[src/rtl/cpu_isa_pkg.sv]
// Shared ISA definitions for the fetch and decode stages: opcode encodings,
// instruction field positions and the bubble word placed in IF/ID.
package cpu_isa_pkg;

    localparam int ISA_INSTR_WIDTH = 16;
    localparam int OPCODE_MSB      = 15;
    localparam int OPCODE_LSB      = 12;
    localparam int OPCODE_WIDTH    = OPCODE_MSB - OPCODE_LSB + 1;

    localparam logic [OPCODE_WIDTH-1:0] OP_LOADI = 4'h0;
    localparam logic [OPCODE_WIDTH-1:0] OP_ADD   = 4'h1;
    localparam logic [OPCODE_WIDTH-1:0] OP_SUB   = 4'h2;
    localparam logic [OPCODE_WIDTH-1:0] OP_AND   = 4'h3;
    localparam logic [OPCODE_WIDTH-1:0] OP_OR    = 4'h4;
    localparam logic [OPCODE_WIDTH-1:0] OP_XOR   = 4'h5;
    localparam logic [OPCODE_WIDTH-1:0] OP_LOAD  = 4'h6;
    localparam logic [OPCODE_WIDTH-1:0] OP_STORE = 4'h7;
    localparam logic [OPCODE_WIDTH-1:0] OP_BEQ   = 4'h8;
    localparam logic [OPCODE_WIDTH-1:0] OP_BNE   = 4'h9;
    localparam logic [OPCODE_WIDTH-1:0] OP_JMP   = 4'hA;
    localparam logic [OPCODE_WIDTH-1:0] OP_HALT  = 4'hF;

    // All-zero word: what IF/ID holds out of reset, decoded as a no-op.
    localparam logic [ISA_INSTR_WIDTH-1:0] BUBBLE_INSTR = '0;

endpackage

[src/rtl/fetch_skid_buffer.sv]
// One-entry holding register for an instruction word (and its PC) that
// returns from memory while the IF/ID register is stalled.
module fetch_skid_buffer #(
    parameter int PC_WIDTH    = 8,
    parameter int INSTR_WIDTH = 16
) (
    input  logic                   clk,
    input  logic                   rst_n,
    input  logic                   clear,
    input  logic                   load,
    input  logic                   drain,
    input  logic [INSTR_WIDTH-1:0] load_instr,
    input  logic [PC_WIDTH-1:0]    load_pc,
    output logic                   valid,
    output logic [INSTR_WIDTH-1:0] instr,
    output logic [PC_WIDTH-1:0]    pc
);

    always_ff @(posedge clk or negedge rst_n) begin
        if (!rst_n) begin
            valid <= 1'b0;
            instr <= '0;
            pc    <= '0;
        end else if (clear) begin
            valid <= 1'b0;
        end else if (load) begin
            valid <= 1'b1;
            instr <= load_instr;
            pc    <= load_pc;
        end else if (drain) begin
            valid <= 1'b0;
        end
    end

endmodule

[src/rtl/instruction_fetch_unit.sv]
// IF stage: PC sequencing, 1-cycle-latency instruction memory reads, stall
// buffering via a skid register, redirects, and HALT shutdown of fetching.
module instruction_fetch_unit
    import cpu_isa_pkg::*;
#(
    parameter int                  PC_WIDTH    = 8,
    parameter int                  INSTR_WIDTH = ISA_INSTR_WIDTH,
    parameter logic [PC_WIDTH-1:0] RESET_PC    = '0
) (
    input  logic                   clk,
    input  logic                   rst_n,
    input  logic                   stall,
    input  logic                   redirect_valid,
    input  logic [PC_WIDTH-1:0]    redirect_pc,
    output logic                   imem_en,
    output logic [PC_WIDTH-1:0]    imem_addr,
    input  logic [INSTR_WIDTH-1:0] imem_rdata,
    output logic [INSTR_WIDTH-1:0] ifid_instruction,
    output logic [3:0]             ifid_opcode,
    output logic [PC_WIDTH-1:0]    ifid_pc,
    output logic                   ifid_valid,
    output logic                   halted
);

    logic [PC_WIDTH-1:0]    pc_q;
    logic                   inflight_valid;
    logic [PC_WIDTH-1:0]    inflight_pc;
    logic                   skid_valid;
    logic [INSTR_WIDTH-1:0] skid_instr;
    logic [PC_WIDTH-1:0]    skid_pc;

    logic                   ret_halt;
    logic                   issue;
    logic                   advance;
    logic                   src_valid;
    logic [INSTR_WIDTH-1:0] src_instr;
    logic [PC_WIDTH-1:0]    src_pc;

    // A returning HALT blocks the next issue so nothing past it is fetched.
    assign ret_halt  = inflight_valid && (imem_rdata[OPCODE_MSB:OPCODE_LSB] == OP_HALT);
    assign issue     = rst_n && !halted && !redirect_valid && !stall && !skid_valid && !ret_halt;
    assign imem_en   = issue;
    assign imem_addr = pc_q;

    assign ifid_opcode = ifid_instruction[OPCODE_MSB:OPCODE_LSB];

    assign advance   = !halted && !redirect_valid && !stall;
    assign src_valid = skid_valid || inflight_valid;
    assign src_instr = skid_valid ? skid_instr : imem_rdata;
    assign src_pc    = skid_valid ? skid_pc : inflight_pc;

    fetch_skid_buffer #(
        .PC_WIDTH    (PC_WIDTH),
        .INSTR_WIDTH (INSTR_WIDTH)
    ) u_skid (
        .clk        (clk),
        .rst_n      (rst_n),
        .clear      (!halted && redirect_valid),
        .load       (!halted && !redirect_valid && stall && inflight_valid),
        .drain      (advance && skid_valid),
        .load_instr (imem_rdata),
        .load_pc    (inflight_pc),
        .valid      (skid_valid),
        .instr      (skid_instr),
        .pc         (skid_pc)
    );

    always_ff @(posedge clk or negedge rst_n) begin
        if (!rst_n) begin
            pc_q             <= RESET_PC;
            inflight_valid   <= 1'b0;
            inflight_pc      <= '0;
            ifid_instruction <= INSTR_WIDTH'(BUBBLE_INSTR);
            ifid_pc          <= '0;
            ifid_valid       <= 1'b0;
            halted           <= 1'b0;
        end else begin
            inflight_valid <= issue;
            if (issue) begin
                inflight_pc <= pc_q;
                pc_q        <= pc_q + PC_WIDTH'(1);
            end

            if (halted) begin
                ifid_valid <= 1'b0;
            end else if (redirect_valid) begin
                pc_q       <= redirect_pc;
                ifid_valid <= 1'b0;
            end else if (!stall) begin
                // With no source the instruction/pc are held and only valid drops.
                ifid_valid <= src_valid;
                if (src_valid) begin
                    ifid_instruction <= src_instr;
                    ifid_pc          <= src_pc;
                    if (src_instr[OPCODE_MSB:OPCODE_LSB] == OP_HALT) begin
                        halted <= 1'b1;
                    end
                end
            end
        end
    end

endmodule

[config.mk]
export PLATFORM = sky130hd
export DESIGN_NAME = instruction_fetch_unit
export DESIGN_NICKNAME = d
export VERILOG_FILES = /design/src/rtl/cpu_isa_pkg.sv /design/src/rtl/fetch_skid_buffer.sv /design/src/rtl/instruction_fetch_unit.sv
export SDC_FILE = /design/constraint.sdc
export NUM_CORES = 1
export LEC_CHECK = 0
export CAP_MARGIN = 20
export CORE_UTILIZATION = 54
export CTS_CLUSTER_SIZE = 14
export DETAILED_ROUTE_END_ITERATION = 8
export GPL_ROUTABILITY_DRIVEN = 1
export PLACE_DENSITY_LB_ADDON = 0.25
export SLEW_MARGIN = 40
export SYNTH_ARGS = -nofsm -noshare
export SYNTH_HDL_FRONTEND = slang
export SYNTH_SLANG_ARGS = --single-unit
[constraint.sdc]
create_clock -name clk -period 5.1 [get_ports clk]
set_clock_uncertainty 0.2 [all_clocks]
set_input_delay 1.53 -clock clk [delete_from_list [all_inputs] [get_ports clk]]
set_output_delay 1.53 -clock clk [all_outputs]
set_load 0.02 [all_outputs]
==> results.yml, run 1 <==
timing:
  finalSetupTns_ps: 0
  fmax_ghz: 0.206
  slew_viol_final: 0
  slew_headroom_pct: 54.8
  hold_viol: 0
  tightest_slew_ps: 679
  fin_crit_sh_pct: 95.2
  finalSetupViolCount: 0
  rsz0062_at_grt: "no"
  period_minus_slack_ps: 4860
  setup_ws_ps: 245
cts:
  h-tree-depth: 3
  cts.sinks: 68
  cts-root-buf: "clkbuf_8"
  cts_buffers: 9
  holdBufCountCts: 0
  cts_tree: "built"
  clock_latency_ps: 330
  cts_buffer_depth: 2
  cts_resized: 0
  clk_pin_slew_ps: 70
  cts_setup_buffers: 0
worst_setup_path:
  worstSetupPathType: "in2out"
  path_cells: "clkdlybuf4s50_1 > nor3_4 > o211ai_4 > inv_1 > clkdlybuf4s50_1"
  slowest_delay_ps: 600
  end_kind: "output port"
  critPathMaxFanout: 4
  crit_slowest_cell: "clkdlybuf4s50_1"
  start_kind: "input pin"
  crit_family: "buffers and inverters"
  cp.arrival_ps: 3130
  critPathBufInv: 3
  worstPathRequired_ps: 3370
  critPathMostFrequentCell: "clkdlybuf4s50_1"
routing:
  drt_iter0_drc: 66
  drc_errors: 0
  via_count: 2180
  dr.pass1.iters: 4
  wl_per_cell_um: 14.8
  antenna_left: 0
  wl_um: 6030
  viasPerCell: 5.36
placement:
  hpwl_um: 3940
  gp_congestion: 0.755
  dpl_worst_slack_ps: 254
  post_dp_cell_area_um2: 3690
  dp.cells: 391
  port_buffers: 66
synth:
  synthCells: 267
  synth_seq_area_share_pct: 57.0
  synth_nets: 296
  synth_cell_types: 34
  yosysWarnings: 0
  synth.cell_area_um2: 2980
  synth_seq_cells: 68
  avgSynthCellArea_um2: 11.2
grt:
  overflow: 0
  first_global_vias: 2187
  grt_max_degree: 47
  track_usage_pct: 23.0
  grt_pass1_wl_um: 10300
  antenna_found_initial: 0
power:
  p_per_area_nw_per_um2: 281
  ir_drop_mv: 0.247
  p_leak_nw: 1.78
outcome:
  status: "completed"
job:
  drv_cap: 0
finish:
  drive_above_1_share_pct: 13.9
  layout.nets: 361
  areaGrowthSynthToFinish_pct: 31.0
  post-route-util_pct: 75.1
  finalInstanceArea_um2: 3910
  insertedDiodeCount: 0
  fill_cells: 377
  final_cells: 407
floorplanning:
  row_count: 26
  dieArea_um2: 5820
  die_h_um: 76.3
  core_region_area_um2: 5200
  io_pins: 67
  initial_utilization_pct: 57.3
  chipWidth_um: 76.3
worst_hold_path:
  min_path_type: "reg2reg"
==> through the flow <==
stage	hold slack (ps)	power, mW
6_report	290	1.10
5_1_grt	317	1.13
4_1_cts	296	1.10
3_5_place_dp	279	0.627
3_3_place_gp	267	0.624
2_1_floorplan	258	0.578
==> worst register-to-register path, cell delays in order (launching register included) <==
cell,delay (ps)
dfrtp_1,460
nor2b_1,180
and2_1,590
buf_4,330
mux2_2,360
==> final cells by class <==
cell class	instances	area [um2]	share of cell area, %
Multi-Input combinational cell	177	1170	30.0
Clock buffer	11	141	3.62
Timing Repair Buffer	73	721	18.4
Sequential cell	68	1700	43.5
Tap cell	70	87.6	2.24
Clock inverter	5	75.1	1.92
Inverter	3	11.3	0.288
==> layout by cell type, fill, tap and decap left out, types with 2 or more instances in the layout <==
cell             instances
nor2_1                  32
mux2i_1                 23
nand3_1                  4
or3_1                    2
inv_1                    3
dfrtp_1                 68
nand2_1                 31
clkbuf_8                10
o31ai_1                  2
clkdlybuf4s50_1         65
clkinv_2                 3
nor2b_1                  3
or4_1                    3
mux2_1                   3
a21oi_1                 26
buf_4                    6
o21ai_0                  4
a31oi_1                  7
bufinv_16                2
mux2_2                  21
==> report_power, final <==
group	total [mW]	switching [mW]	internal [mW]
logic	0.0669	0.0321	0.0348
registers	0.551	0.00754	0.544
clock network	0.480	0.193	0.286
==> sequential cells by signal, summed over array words and instances, names as in the netlist <==
name / cells
halted: 1
ifid_instruction: 16
inflight_valid: 1
imem_addr: 8
u_skid.pc: 8
ifid_pc: 8
ifid_valid: 1
u_skid.instr: 16
u_skid.valid: 1
inflight_pc: 8
==> cell families after synthesis <==
group                    after synthesis  synth area share, %
AND/OR/NAND/NOR                       82                 12.5
flip-flops                            68                 57.0
multiplexers                          47                 16.8
AO/OA/AOI/OAI                         46                 9.31
buffers and inverters                 22                 3.69
XOR/XNOR                               1                0.294
adder cells (fa/ha/maj)                1                0.419
==> cell usage after synthesis, drive strengths merged <==
| master | number | share of area [%] |
|---|---|---|
| a21oi | 26 | 4.4 |
| nand4b | 1 | 0.29 |
| mux2i | 23 | 7.7 |
| a31o | 1 | 0.29 |
| o31ai | 2 | 0.50 |
| o21ai | 4 | 0.67 |
| nand3 | 4 | 0.67 |
| nor2b | 3 | 0.63 |
| mux2 | 24 | 9.1 |
| nand3b | 1 | 0.25 |
| o22a | 1 | 0.29 |
| a21o | 1 | 0.25 |
| nand2b | 1 | 0.21 |
| ha | 1 | 0.42 |
| a22oi | 1 | 0.25 |
| nand2 | 31 | 3.9 |
| nor2 | 32 | 4.0 |
| and2 | 1 | 0.21 |
| nor3 | 1 | 0.55 |
| buf | 14 | 2.7 |
| and4 | 1 | 0.29 |
| clkbuf | 5 | 0.63 |
| xnor2 | 1 | 0.29 |
| a31oi | 7 | 1.5 |
| inv | 3 | 0.38 |
| or3 | 2 | 0.42 |
| dfrtp | 68 | 57 |
| o211ai | 2 | 0.96 |
| or4 | 3 | 0.75 |
| o21a | 1 | 0.25 |
| and2b | 1 | 0.25 |
==> path summary, 6_finish.rpt <==
path | startpoint | end | slack [ps] | depth (start not counted)
max in group asynchronous | rst_n | ifid_instruction[3] | 3120 | 3
max | redirect_valid | imem_en | 240 | 5
min | u_skid.instr[4] | u_skid.instr[4] | 290 | 1
min reg2reg | u_skid.instr[4] | u_skid.instr[4] | 290 | 1
min in group asynchronous | rst_n | ifid_pc[1] | 1030 | 2
max reg2reg | halted | u_skid.instr[13] | 2860 | 4
==> per-layer routing <==
layer / wire [um] / vias to the layer above / global-route usage [%]
met4: 110 / 0 / 11.7
met1: 2770 / 1070 / 29.2
met5: 0 / - / 0
met3: 172 / 10 / 4.55
li1: - / 1059 / -
met2: 2980 / 41 / 37.4
No activity file was read; power rests on OpenSTA's default activity.
==> run 2: changes to the inputs <==
--- a/config.mk
+++ b/config.mk
@@ -6,11 +6,13 @@
 export NUM_CORES = 1
 export LEC_CHECK = 0
 export CAP_MARGIN = 20
-export CORE_UTILIZATION = 54
+export CORE_MARGIN = 10
+export CORE_UTILIZATION = 51
 export CTS_CLUSTER_SIZE = 14
 export DETAILED_ROUTE_END_ITERATION = 8
 export GPL_ROUTABILITY_DRIVEN = 1
 export PLACE_DENSITY_LB_ADDON = 0.25
+export SETUP_SLACK_MARGIN = 0.5
 export SLEW_MARGIN = 40
 export SYNTH_ARGS = -nofsm -noshare
 export SYNTH_HDL_FRONTEND = slang
==> run 2 against run 1 <==
Largest cell class unchanged; clock-buffer cell count is 3 higher; sequential cell count stayed put; design area is 1.2% lower; clock power is 13% lower; non-clock buffer count is 1 lower; register-to-register slack better by 220 ps; routed wire length is 9.1% higher; largest power group unchanged; core utilization is 5.8 points lower; hold slack better by 4.7 ps; via count is 2.6% lower.
==> results.yml, run 2 (synthesis results as in run 1) <==
outcome:
  status: "completed"
finish:
  insertedDiodeCount: 0
  drive_above_1_share_pct: 13.7
  finalInstanceArea_um2: 3860
  layout.nets: 360
  final_cell_mix: "dfrtp_1, clkdlybuf4s50_1, nor2_1, nand2_1, a21oi_1"
  areaGrowthSynthToFinish_pct: 29.4
  layout_commonest_cell: "dfrtp_1"
  reg_top3: "ifid_instruction (16), u_skid.instr (16)"
routing:
  antenna_left: 0
  drt_iter0_drc: 90
  via_count: 2124
  wl_per_cell_um: 16.2
  wl_um: 6580
  viasPerCell: 5.22
  dr.pass1.iters: 4
  drc_errors: 0
timing:
  fin_crit_sh_pct: 86.7
  slew_headroom_pct: 58.8
  finalSetupViolCount: 0
  finalSetupTns_ps: 0
  period_minus_slack_ps: 4420
  fmax_ghz: 0.226
  tightest_slew_ps: 618
  slew_viol_final: 0
  rsz0062_at_grt: "no"
  hold_viol: 0
floorplanning:
  chipWidth_um: 96.5
  io_pins: 67
  core_region_area_um2: 5570
  die_h_um: 96.5
  row_count: 27
  dieArea_um2: 9310
  initial_utilization_pct: 53.5
cts:
  cts_tree: "built"
  holdBufCountCts: 0
  clk_pin_slew_ps: 70
  cts-root-buf: "clkbuf_8"
  clock_latency_ps: 330
  h-tree-depth: 3
  cts_buffers: 9
  cts_setup_buffers: 0
  cts.sinks: 68
  cts_buffer_depth: 2
placement:
  port_buffers: 66
  gp_congestion: 0.784
  hpwl_um: 4530
  post_dp_cell_area_um2: 3680
worst_setup_path:
  worstSetupPathType: "in2out"
  cp.arrival_ps: 2690
  end_kind: "output port"
  critPathMaxFanout: 4
  start_kind: "input pin"
  worstPathRequired_ps: 3370
grt:
  busiest_layer: "met2"
  grt_util_met3_pct: 4.09
  grt_max_degree: 69
  first_global_vias: 2112
  overflow: 0
  antenna_found_initial: 0
  use_met1_pct: 19.0
  grt_pass1_wl_um: 10600
  track_usage_pct: 14.7
  use_met2_pct: 22.7
job:
  drv_cap: 0
power:
  sw_frac_of_total_pct: 22.3
  p_leak_nw: 1.76
  p_sw_mw: 0.230
  ir_drop_mv: 0.148
  power_frac_seq_pct: 53.3
  p_int_mw: 0.804
  p_per_area_nw_per_um2: 268
  comb_power_share_pct: 6.2
  clockPowerShare_pct: 40.5
worst_hold_path:
  min_path_type: "reg2reg"
[run 2: cell types whose count changed in the layout (fill, tap and decap cells not counted)]
cell | previous run | this run
clkinv_2 | 3 | 1
buf_12 | 1 | 0
buf_4 | 6 | 5
clkdlybuf4s50_1 | 65 | 64
clkbuf_8 | 10 | 13
buf_6 | 0 | 1
clkbuf_2 | 0 | 1
bufinv_16 | 2 | 0
[run 2: final timing paths]
path                                            end           start  slack [ps]  depth (start not counted)
max in group asynchronous            inflight_pc[4]           rst_n        3140                          2
worst max register to register  ifid_instruction[1]    u_skid.valid        3080                          5
worst min register to register         u_skid.pc[5]    u_skid.pc[5]         300                          1
worst max-delay path                        imem_en  redirect_valid         680                          5
min in group asynchronous              imem_addr[6]           rst_n        1130                          2
worst min-delay path                   u_skid.pc[5]    u_skid.pc[5]         300                          1
[run 2: timing repair]
item | 4_1_cts | 5_1_grt
endpoints found under the hold margin | 0 | 0
gates cloned | 0 | 0
endpoints found under the setup margin | 1 | 1
gates resized for setup | 1 | 2
[run 2: cell type report]
class / instances / area [um2]
timing repair buffer: 72 / 699
clock buffer: 14 / 183
multi-input combinational: 177 / 1170
tap: 72 / 90.1
fill: 426 / 1710
inverter: 3 / 11.3
clock inverter: 1 / 5.00
sequential: 68 / 1700
[run 2: power groups by stage]
stage	clock, mW	sequential (mW)	combinational, mW
2_1_floorplan	0	0.565	0.0130
3_3_place_gp	0	0.561	0.0640
3_5_place_dp	0	0.561	0.0658
4_1_cts	0.425	0.551	0.0661
5_1_grt	0.450	0.552	0.0712
6_report	0.418	0.551	0.0646
[run 2: through the flow]
stage / cells / utilization, % / hold slack (ps) / worst slack (ps) / power, mW
final: 407 / 69.3 / 295 / 677 / 1.03
after CTS: 407 / 69.3 / 297 / 506 / 1.04
after floorplan: 267 / - / 258 / 1110 / 0.578
after global placement: 392 / 65.9 / 268 / 263 / 0.625
after global routing: 407 / 69.3 / 312 / 639 / 1.07
after detailed placement: 392 / 66.0 / 284 / 244 / 0.627
[run 2: per-layer routing]
layer | share of wire, % | vias to the layer above | routed length [um]
met5 | 0 | - | 0
met4 | 1.5 | 0 | 99
met3 | 5.8 | 9 | 382
met2 | 48 | 42 | 3140
met1 | 45 | 1031 | 2960
li1 | - | 1042 | -
[run 2: critical path, cell delays in order]
cell             delay, ps
clkdlybuf4s50_1        500
nor3_4                 270
o211ai_4               130
inv_1                   90
clkbuf_2               170
==> run 3: changes to the inputs <==
--- a/config.mk
+++ b/config.mk
@@ -7,7 +7,7 @@
 export LEC_CHECK = 0
 export CAP_MARGIN = 20
 export CORE_MARGIN = 10
-export CORE_UTILIZATION = 51
+export CORE_UTILIZATION = 50
 export CTS_CLUSTER_SIZE = 14
 export DETAILED_ROUTE_END_ITERATION = 8
 export GPL_ROUTABILITY_DRIVEN = 1
==> constraint.sdc (replaced) <==
create_clock -name clk -period 4.6 [get_ports clk]
set_clock_uncertainty 0.2 [all_clocks]
set_input_delay 1.38 -clock clk [delete_from_list [all_inputs] [get_ports clk]]
set_output_delay 1.38 -clock clk [all_outputs]
set_load 0.02 [all_outputs]
==> run 3 against run 2 <==
Critical path depth stayed put; sequential power is 11% higher; clock power is 11% higher; via count is 1.1% higher; critical endpoint unchanged; largest cell class unchanged; largest power group unchanged.
==> results.yml, run 3 (synthesis results as in run 1) <==
timing:
  tightest_slew_ps: 604
  fin_crit_sh_pct: 87.8
  fmax_ghz: 0.247
  rsz0062_at_grt: "no"
  finalSetupViolCount: 0
  slew_headroom_pct: 59.7
  setup_ws_ps: 560
  period_minus_slack_ps: 4040
  finalSetupTns_ps: 0
  hold_viol: 0
  whs_ps: 295
  slew_viol_final: 0
worst_setup_path:
  crit_end: "imem_en"
  start_kind: "input pin"
  worstSetupPathType: "in2out"
  worstPathRequired_ps: 3020
  critPathMaxFanout: 3
  r2r_end: "ifid_instruction[10]"
  r2r_slack_ps: 2460
  end_kind: "output port"
  ff2ff_path_depth: 5
  cp.arrival_ps: 2460
  worstReg2RegStart: "u_skid.valid"
  crit_start: "imem_rdata[14]"
grt:
  overflow: 0
  antenna_found_initial: 0
  grt_pass1_wl_um: 11000
  grt_max_degree: 69
  track_usage_pct: 14.0
  first_global_vias: 2259
routing:
  wl_per_cell_um: 15.7
  antenna_left: 0
  via_count: 2147
  dr.pass1.iters: 4
  viasPerCell: 5.21
  drc_errors: 0
  wl_um: 6460
  drt_iter0_drc: 67
placement:
  post_dp_cell_area_um2: 3690
  dpl_worst_slack_ps: 81.0
  dp.cells: 396
  port_buffers: 66
  hpwl_um: 4420
  gp_congestion: 0.767
finish:
  reg_top3: "ifid_instruction (16), u_skid.instr (16)"
  final_cells: 412
  post-route-util_pct: 66.4
  final_cell_mix: "dfrtp_1, clkdlybuf4s50_1, nor2_1, nand2_1, a21oi_1"
  drive_above_1_share_pct: 14.5
  fill_cells: 469
  layout_commonest_cell: "dfrtp_1"
  layout.nets: 361
  finalInstanceArea_um2: 3890
  areaGrowthSynthToFinish_pct: 30.3
  insertedDiodeCount: 0
floorplanning:
  initial_utilization_pct: 51.0
  dieArea_um2: 9460
  row_count: 28
  io_pins: 67
  chipWidth_um: 97.2
  die_h_um: 97.2
  core_region_area_um2: 5850
cts:
  cts-root-buf: "clkbuf_8"
  cts_tree: "built"
  h-tree-depth: 3
  clock_latency_ps: 330
  cts_setup_buffers: 0
  holdBufCountCts: 0
  clk_pin_slew_ps: 70
  cts_buffer_depth: 2
  cts_buffers: 9
  cts.sinks: 68
worst_hold_path:
  hp-start: "u_skid.pc[5]"
  min_path_type: "reg2reg"
power:
  finalPower_mw: 1.15
  p_per_area_nw_per_um2: 295
  p_leak_nw: 1.79
  ir_drop_mv: 0.189
outcome:
  status: "completed"
job:
  drv_cap: 0
run 3: cell types whose count changed in the layout (fill, tap and decap cells not counted), sizes merged:
cell / before / now
clkinvlp: 0 / 1
clkinv: 1 / 3
clkbuf: 15 / 11
buf: 7 / 9
clkdlybuf4s50: 64 / 61
dlymetal6s2s: 0 / 3
bufinv: 0 / 1
run 3: per-layer routing:
layer	GRT usage, %	wire length, um	up-vias
li1	-	-	1052
met1	16.6	2790	1039
met2	22.0	3150	43
met3	5.26	371	13
met4	6.49	151	0
met5	0	0	-
run 3: worst min path at each step:
stage | slack, ps | to | depth (start not counted)
floorplan | 260 | u_skid.instr[4] | 1
global placement | 270 | u_skid.instr[4] | 1
detailed placement | 280 | u_skid.instr[4] | 1
CTS | 300 | u_skid.instr[4] | 1
global route | 320 | u_skid.pc[1] | 1
finish | 290 | u_skid.pc[5] | 1
run 3: power by group:
group | internal, mW | switching [mW] | total, mW | leakage (nW)
combinational | 0.0372 | 0.0343 | 0.0715 | 0.763
clock | 0.248 | 0.215 | 0.463 | 0.0931
sequential | 0.603 | 0.00807 | 0.611 | 0.931
total | 0.888 | 0.258 | 1.15 | 1.79
run 3: area by class of cell:
cell class | instances | area, um2 | share of cell area [%]
sequential | 68 | 1700 | 43.8
timing repair buffer | 73 | 717 | 18.4
clock buffer | 11 | 131 | 3.38
tap | 75 | 93.8 | 2.41
clock inverter | 5 | 52.6 | 1.35
multi-input combinational | 177 | 1180 | 30.3
inverter | 3 | 11.3 | 0.290
run 3: worst max-delay path, stage by stage:
cell and delay (ps):
clkdlybuf4s50_1 520, nand3_2 110, o211ai_4 210, inv_1 80
buf_4 160
run 3: repair_timing:
action                     4_1_cts  5_1_grt
resized for setup                4        6
setup endpoints to repair        1        1
pin swaps                        2        2
